`config.mk`:
```
export PLATFORM = sky130hd
export DESIGN_NAME = interrupt_ack_sequencer
export DESIGN_NICKNAME = d
export VERILOG_FILES = /design/src/rtl/interrupt_ack_sequencer.sv
export SDC_FILE = /design/constraint.sdc
export NUM_CORES = 1
export LEC_CHECK = 0
export ABC_AREA = 1
export CORE_ASPECT_RATIO = 0.7
export CORE_MARGIN = 2
export CORE_UTILIZATION = 42
export CTS_BUF_LIST = sky130_fd_sc_hd__clkbuf_8
export DETAILED_ROUTE_END_ITERATION = 8
export PLACE_DENSITY_LB_ADDON = 0.1
export SLEW_MARGIN = 10
export SYNTH_ARGS = -nofsm -noshare
export SYNTH_HDL_FRONTEND = slang
export SYNTH_SLANG_ARGS = --single-unit
```
`constraint.sdc`:
```
create_clock -name clock -period 3.3 [get_ports clock]
set_clock_uncertainty 0.2 [all_clocks]
set_input_delay 0.33 -clock clock [delete_from_list [all_inputs] [get_ports clock]]
set_output_delay 0.33 -clock clock [all_outputs]
set_load 0.02 [all_outputs]
```
`src/rtl/interrupt_ack_sequencer.sv`:
```
// Priority resolution, two-pulse INTA acknowledge sequencing and OCW2 EOI/rotation
// decode for an 8259A-style interrupt controller.
//
// state     | meaning
// ----------+------------------------------------------------------------
// IDLE      | waiting for the first INTA falling edge; int_out may assert
// WAIT_ACK2 | winner (or spurious level) held; waiting for second INTA
module interrupt_ack_sequencer #(
    parameter logic [2:0] SPURIOUS_LEVEL = 3'd7
) (
    input  logic       clock,
    input  logic       reset_n,
    input  logic [7:0] interrupt_request,
    input  logic [7:0] interrupt_mask,
    input  logic [7:0] isr,
    input  logic       inta_n,
    input  logic       ocw2_write,
    input  logic [7:0] ocw2_data,
    input  logic       auto_eoi,
    input  logic [4:0] vector_base,
    output logic       int_out,
    output logic       latch_isr,
    output logic [7:0] interrupt_latched,
    output logic [7:0] irr_clear,
    output logic [7:0] end_interrupt,
    output logic [2:0] priority_rotate,
    output logic [7:0] vector,
    output logic       vector_valid
);

    typedef enum logic {
        IDLE      = 1'b0,
        WAIT_ACK2 = 1'b1
    } state_t;

    state_t     state;
    state_t     state_next;

    logic       inta_prev;
    logic       inta_fall;
    logic [2:0] hold_level;
    logic [2:0] hold_level_d;
    logic       hold_spurious;
    logic       hold_spurious_d;

    logic [7:0] candidate;
    logic [2:0] scan_lvl;
    logic       win_found;
    logic [2:0] win_level;
    logic [2:0] win_pos;
    logic       isr_found;
    logic [2:0] isr_level;
    logic [2:0] isr_pos;
    logic       winner_valid;

    logic       int_out_d;
    logic       latch_isr_d;
    logic [7:0] interrupt_latched_d;
    logic [7:0] irr_clear_d;
    logic [7:0] vector_d;
    logic       vector_valid_d;
    logic [7:0] aeoi_clear;
    logic [7:0] ocw_clear;
    logic [7:0] end_interrupt_d;
    logic [2:0] priority_rotate_d;

    logic       ocw2_r;
    logic       ocw2_sl;
    logic       ocw2_eoi;
    logic [2:0] ocw2_level;
    logic       ocw2_fmt_ok;

    function automatic logic [7:0] onehot(input logic [2:0] lvl);
        onehot = 8'b1 << lvl;
    endfunction

    assign candidate  = interrupt_request & ~interrupt_mask;
    assign inta_fall  = inta_prev & ~inta_n;

    assign ocw2_r      = ocw2_data[7];
    assign ocw2_sl     = ocw2_data[6];
    assign ocw2_eoi    = ocw2_data[5];
    assign ocw2_level  = ocw2_data[2:0];
    // D4:D3 = 00 identifies an OCW2 word; anything else is not ours to decode.
    assign ocw2_fmt_ok = (ocw2_data[4:3] == 2'b00);

    // Scan both the candidate set and the ISR from the current highest-priority
    // level; pos is the rank (0 = highest) used for the strict-outrank compare.
    always_comb begin
        scan_lvl  = 3'd0;
        win_found = 1'b0;
        win_level = 3'd0;
        win_pos   = 3'd0;
        isr_found = 1'b0;
        isr_level = 3'd0;
        isr_pos   = 3'd0;
        for (int i = 0; i < 8; i++) begin
            scan_lvl = 3'(priority_rotate + 3'd1 + 3'(i));
            if (!win_found && candidate[scan_lvl]) begin
                win_found = 1'b1;
                win_level = scan_lvl;
                win_pos   = 3'(i);
            end
            if (!isr_found && isr[scan_lvl]) begin
                isr_found = 1'b1;
                isr_level = scan_lvl;
                isr_pos   = 3'(i);
            end
        end
    end

    assign winner_valid = win_found && (!isr_found || (win_pos < isr_pos));

    always_comb begin
        state_next          = state;
        hold_level_d        = hold_level;
        hold_spurious_d     = hold_spurious;
        latch_isr_d         = 1'b0;
        interrupt_latched_d = 8'h00;
        irr_clear_d         = 8'h00;
        vector_d            = vector;
        vector_valid_d      = 1'b0;
        aeoi_clear          = 8'h00;
        case (state)
            IDLE: begin
                if (inta_fall) begin
                    state_next = WAIT_ACK2;
                    if (winner_valid) begin
                        latch_isr_d         = 1'b1;
                        interrupt_latched_d = onehot(win_level);
                        irr_clear_d         = onehot(win_level);
                        hold_level_d        = win_level;
                        hold_spurious_d     = 1'b0;
                    end else begin
                        hold_level_d        = SPURIOUS_LEVEL;
                        hold_spurious_d     = 1'b1;
                    end
                end
            end
            WAIT_ACK2: begin
                if (inta_fall) begin
                    state_next     = IDLE;
                    vector_d       = {vector_base, hold_level};
                    vector_valid_d = 1'b1;
                    if (auto_eoi && !hold_spurious) begin
                        aeoi_clear = onehot(hold_level);
                    end
                end
            end
            default: state_next = IDLE;
        endcase
        // INT is suppressed for the whole acknowledge, including the entry cycle.
        int_out_d = winner_valid && (state_next == IDLE);
    end

    always_comb begin
        ocw_clear         = 8'h00;
        priority_rotate_d = priority_rotate;
        if (ocw2_write && ocw2_fmt_ok) begin
            case ({ocw2_r, ocw2_sl, ocw2_eoi})
                3'b001: begin
                    if (isr_found) ocw_clear = onehot(isr_level);
                end
                3'b011: ocw_clear = onehot(ocw2_level);
                3'b101: begin
                    if (isr_found) begin
                        ocw_clear         = onehot(isr_level);
                        priority_rotate_d = isr_level;
                    end
                end
                3'b111: begin
                    ocw_clear         = onehot(ocw2_level);
                    priority_rotate_d = ocw2_level;
                end
                3'b110: priority_rotate_d = ocw2_level;
                default: ;
            endcase
        end
        end_interrupt_d = ocw_clear | aeoi_clear;
    end

    always_ff @(posedge clock) begin
        if (!reset_n) begin
            state             <= IDLE;
            inta_prev         <= 1'b1;
            hold_level        <= 3'd0;
            hold_spurious     <= 1'b0;
            priority_rotate   <= 3'b111;
            int_out           <= 1'b0;
            latch_isr         <= 1'b0;
            interrupt_latched <= 8'h00;
            irr_clear         <= 8'h00;
            end_interrupt     <= 8'h00;
            vector            <= 8'h00;
            vector_valid      <= 1'b0;
        end else begin
            state             <= state_next;
            inta_prev         <= inta_n;
            hold_level        <= hold_level_d;
            hold_spurious     <= hold_spurious_d;
            priority_rotate   <= priority_rotate_d;
            int_out           <= int_out_d;
            latch_isr         <= latch_isr_d;
            interrupt_latched <= interrupt_latched_d;
            irr_clear         <= irr_clear_d;
            end_interrupt     <= end_interrupt_d;
            vector            <= vector_d;
            vector_valid      <= vector_valid_d;
        end
    end

endmodule
```
# Yosys cells after proc, flatten, opt, wreduce, memory -nomap -nowiden

Cells that the tools add are included.

Output and inout bits: 38
Register bits: 36
Word-level logic and storage cells: 186

Equality and inequality tests: 6
Order comparisons: 9
Shifts and indexed selects: 4
Multiplexer cells: 92
Add/sub/neg operators: 8
Bitwise gates (word level): 10
Reduce and logical (&&, ||, !) cells: 46

Operators with widths:

| operator                                                                     | number |
|---|---|
| 3-bit two-way mux                                                            | 30 |
| 1-bit binary-select mux with 3-bit select                                    | 16 |
| 8-bit two-way mux                                                            | 5 |
| 1-bit two-way mux                                                            | 38 |
| 3-bit by 4-bit less-than comparator with 1-bit output, second input constant | 8 |
| 1-bit by 3-bit left shift with 8-bit output, first input constant            | 4 |
| 1-bit logical AND                                                            | 18 |
| 1-bit logical NOT                                                            | 16 |
| 8-bit one-hot mux with 2 select lines                                        | 1 |
| 3-bit adder, second input constant                                           | 4 |
| 3-bit == test, second input constant                                         | 3 |
| 8-bit AND                                                                    | 1 |
| 8-bit NOT                                                                    | 1 |
| 8-bit OR                                                                     | 1 |
| 3-bit by 1-bit adder with 3-bit output, second input constant                | 2 |
| 3-bit by 2-bit adder with 3-bit output, second input constant                | 2 |
| 1-bit NOT                                                                    | 6 |
| 3-bit one-hot mux with 2 select lines                                        | 1 |
| 2-bit AND reduction                                                          | 3 |
| 2-bit OR reduction                                                           | 3 |
| 4-bit OR reduction                                                           | 1 |
| 3-bit by 1-bit == test with 1-bit output, second input constant              | 1 |
| 3-bit by 2-bit == test with 1-bit output, second input constant              | 1 |
| 3-bit less-than comparator                                                   | 1 |
| 8 further kinds                                                              | 8 |

# Longest topological paths before layout

Depth in word-level cells: 31
Depth in mapped cells: 28
Gate-level depth less buffers: 26

# Worst setup path after synthesis

Ideal clock, no wire load.

Path kind: register to register
From: reg priority_rotate[0]
To: reg hold_level[0]
Data required time: 2.985 ns
Cell stages (with the launch flop): 24
Library setup time: 0.115 ns
Arrival time: 3.173 ns
Buffers on the path: 3
Path slack: -0.189 ns
Path through: dfxtp_1 > inv_2 > buf_2 > ha_1 > buf_6 > inv_2 > buf_4 > nand3_1 > nand3_1 > nand2_1 > nor2_2 > nand4_1 > nor2_1 > nand3_1 > inv_1 > nor2_1 > nand3_1 > ha_1 > a21oi_1 > nand2_1 > nand2_1 > nand2_2 > o21ai_0 > inv_1

Longest elaborated chain between the ends: 29
Elaborated cells between the ends (all ways): 111
Those cells by class: 8 x add/sub; 1 x order compare; 71 x mux; 31 x reduce/logical

RTL lines:

| element                                                                                         | RTL line | source |
|---|---|---|
| start, declared                                                                                 | 26       | `output logic [2:0] priority_rotate,` |
| start signal, assigned                                                                          | 201      | `priority_rotate <= priority_rotate_d;` |
| 3-bit by 1-bit adder with 3-bit output *                                                        | 98       | `scan_lvl = 3'(priority_rotate + 3'd1 + 3'(i));` |
| parallel branches: the longest is 27 deep, another holds 3-bit by 1-bit adder with 3-bit output | --       |  |
| 3-bit two-way mux *                                                                             | 128      | `if (winner_valid) begin` |
| end signal, assigned                                                                            | 199      | `hold_level <= hold_level_d;` |
| end, declared                                                                                   | 41       | `logic [2:0] hold_level;` |

Mark *: on every way between the ends. The select of a mux whose other input is x is not followed.
A chain may end at the register's enable or synchronous reset.

# Worst setup path in the final report

From: reg priority_rotate[0]
To: reg irr_clear[5]

Longest elaborated chain between the ends: 30
Elaborated cells between the ends (all ways): 113
Those cells by class: 8 x add/sub; 1 x order compare; 1 x shift; 70 x mux; 1 x bitwise; 32 x reduce/logical

RTL lines:

| element                                                                                         | RTL line | source |
|---|---|---|
| 3-bit by 1-bit adder with 3-bit output *                                                        | 98       |  |
| parallel branches: the longest is 29 deep, another holds 3-bit by 1-bit adder with 3-bit output | --       |  |
| end signal, assigned                                                                            | 205      | `irr_clear <= irr_clear_d;` |
| end, declared                                                                                   | 24       | `output logic [7:0] irr_clear,` |

Marked as above.

==> summary.md <==
| Metric | Value |
|---|---|
| Commonest non-fill, non-tap cell in the layout | nand2_1 |
| F_max | ~0.31 GHz |
| Startpoint types | flop |
| Drt first pass iters | 5 |
| Hold crit path type | flop to flop |
| Max Root-Sink Buffers | 2 |
| Final setup fails | 0 |
| CTS Buf Count | 5 |
| Non-Filler Instances | just under 800 |
| GRT Residual Overflow | 0 |
| Critical Path RT | between 3 and 4 ns |
| Most frequent cell on the critical path | nand2_2 |
| Worst-path fanout max | 5 |
| Initial DRC Count | 231 |
| Final Max Slew Viols | 0 |
| Max Cap Viol | 0 |
| Io pins | 80 |
| CP bufs+invs | 6 |
| P&R area growth vs syn | 47.3% |
| Die H | approximately 78 µm |
| Tcrit/Tclk final | 97.0% |
| Number of diodes | 0 |
| R2R Path End | irr_clear[5] |
| Commonest cells after routing, fill and taps aside | nand2_1 (188), clkdlybuf4s50_1 (79), inv_1 (57) |
| XOR/XNOR share of the synthesized area | 0% |
| H-Tree Depth | 2 |
| Mapped Nets | between 600 and 700 |
| Post-DR vias/cell | around 5 |
| DRC | 0 |
| Multiplexer share of the synthesized area | 0% |
| Share of cells above drive strength 1 | between 20% and 30% |
| Synth Area in Simple Gates | between 50% and 60% |
| Total power | between 1.5 and 2 mW |
| Hold Path Depth | 2 |
| YS warnings | 0 |
| VDD IR max | roughly 0.00024 V |
| Syn Area/Cell | ~5.7 µm² |
| Dpl cells | roughly 770 |
| Compound-Gate Fraction of Synth Area | under 10% |
| Core Util, Final | 64.9% |
| Post-synthesis adder-cell area fraction | roughly 2.3% |
| Die ar. | between 8000 and 9000 µm² |
| Starting density of the core | around 44% |
| Wire per inst | about 13 µm |
| Reg2Reg Setup Slack | between 0.09 and 0.1 ns |
| First-pass GRT wire length | 16000 µm |
| Min cycle time layout | 3.20 ns |
| Total GRT Usage | 22.9% |
| # nets final | 739 |
| Final Hold Fails | 0 |
| R2r startpoint | priority_rotate[0] |
| R2R depth | 25 |
| Largest family of logic cells by synthesized area | simple AND/OR/NAND/NOR gates |
| Synthesized cell area | approximately 3300 µm² |
| Synth unique cells | 32 |
| Worst path top cell family by delay | simple AND/OR/NAND/NOR gates |
| TritonCTS Sinks | 36 |
| Status | completed |
| Worst setup EP type | flop |
| Die width | 110 µm |
| Leak Pwr | 2.37 nW |
| Vias in the first global route | about 3500 |
| Worst hold slack | 0.270 ns |
| Clock network latency to the later pin of the worst-skew pair | around 0.27 ns |
| Core area | 7450 µm² |
| Post-CTS Hold Buffers | 0 |
| Clock transition at the registers of the reported paths | ~0.060 ns |
| Critical Path Slowest Stage Cell | dfxtp_4 |
| Worst endpoint data arrival time | ~3.2 ns |
| Hold Startpoint | hold_spurious |
| Worst rel slew slack | 65.3% |
| Worst-margin pin slew | a little over 0.5 ns |
| #FFs+latches synth | 36 |
| Antenna violations before repair | 0 |
| Hold Path End | hold_spurious |
| Pwr dens | about 350 nW/µm² |
| CP max stage delay | 0.36 ns |
| Pin count of the biggest net entering global routing | 27 |
| Port buffer count | 79 |
| CTS tree | built |
| Routed wire length | between 10000 and 15000 µm |
| Vias | roughly 4000 |
| Antenna-violating nets left | 0 |
| Mapped Cells | approximately 570 |
| Placer Congestion | roughly 0.98 |
| Worst setup path category | flop to flop |
| Clock root buffer | clkbuf_8 |
| Dpl hpwl | ~7700 µm |
| Seq/Total Area, Yosys | a little over a fifth |
| # rows | 26 |
[per-layer routing]
| layer | vias to the layer above | share of wire, % | GRT usage (%) |
|---|---|---|---|
| li1 | 2048 | - | - |
| met1 | 1811 | 49 | 33.4 |
| met2 | 149 | 43 | 35.6 |
| met3 | 4 | 7.1 | 4.62 |
| met4 | 0 | 0.40 | 2.53 |
| met5 | - | 0 | 0 |
[worst min-delay path: stages, from the launching register on]
cell     delay (ns)
dfxtp_1        0.31
nand2_1        0.06
a21oi_1        0.06
[synthesized netlist by cell type, drive strengths merged]
library cell | n | area [µm²]
a31oi | 1 | 6.26
nand3b | 1 | 7.51
nor2 | 68 | 285
dfxtp | 36 | 721
ha | 6 | 75.1
o21ai | 21 | 113
nand2 | 230 | 933
nor3 | 9 | 56.3
buf | 20 | 173
nand3 | 71 | 380
nor3b | 1 | 12.5
o21bai | 2 | 15.0
inv | 67 | 254
a41oi | 1 | 8.76
clkbuf | 3 | 11.3
a21oi | 25 | 136
o211ai | 1 | 7.51
nand4 | 11 | 87.6
[worst max path at each step]
stage / depth (start not counted) / startpoint / slack, ns / end
6_report: 25 / priority_rotate[0] / 0.1 / irr_clear[5]
5_1_grt: 25 / priority_rotate[0] / -0.08 / irr_clear[5]
4_1_cts: 23 / priority_rotate[1] / 0.0006 / irr_clear[2]
3_5_place_dp: 23 / priority_rotate[0] / 0.007 / irr_clear[2]
3_3_place_gp: 23 / priority_rotate[0] / 0.09 / irr_clear[6]
2_1_floorplan: 23 / priority_rotate[0] / 0.0002 / hold_level[0]
[kinds of logic (layout without fill, tap and decap cells)]
logic type,count (synthesis),count (layout)
simple gates,391,391
compound gates,51,51
fa+ha+maj,6,6
buf+inv,90,207
flops,36,36
[sequential cells by signal, summed over array words and instances, names as in the netlist]
name             cells
end_interrupt        8
irr_clear            8
vector               8
hold_level           3
priority_rotate      3
hold_spurious        1
int_out              1
inta_prev            1
latch_isr            1
state                1
vector_valid         1
[timing repair]
item	in CTS	in global routing
resized for setup	3	74
setup endpoints to repair	3	15
cloned	0	0
buffers inserted	0	14
pin swaps	0	28
[power by group]
part	switching (mW)	internal, mW	total (mW)
Clock	0.134	0.140	0.274
Sequential	0.0158	0.463	0.478
Combinational	0.560	0.374	0.934
[stage by stage]
stage               setup slack [ns]  area [µm²]  TNS, ns
floorplan                   0.000245        3290        0
global placement              0.0933        4330        0
detailed placement           0.00748        4330        0
CTS                         0.000649        4420        0
global route                 -0.0848        4830   -0.509
finish                        0.0991        4830        0
[layout make-up]
type / instances / area [µm²]
multi-input combinational: 448 / 2400
timing repair buffer: 133 / 1240
fill: 680 / 2620
tap: 98 / 123
inverter: 67 / 264
clock buffer: 5 / 68.8
sequential: 36 / 728
clock inverter: 2 / 8.76
Power figures use the tool's default switching activity.
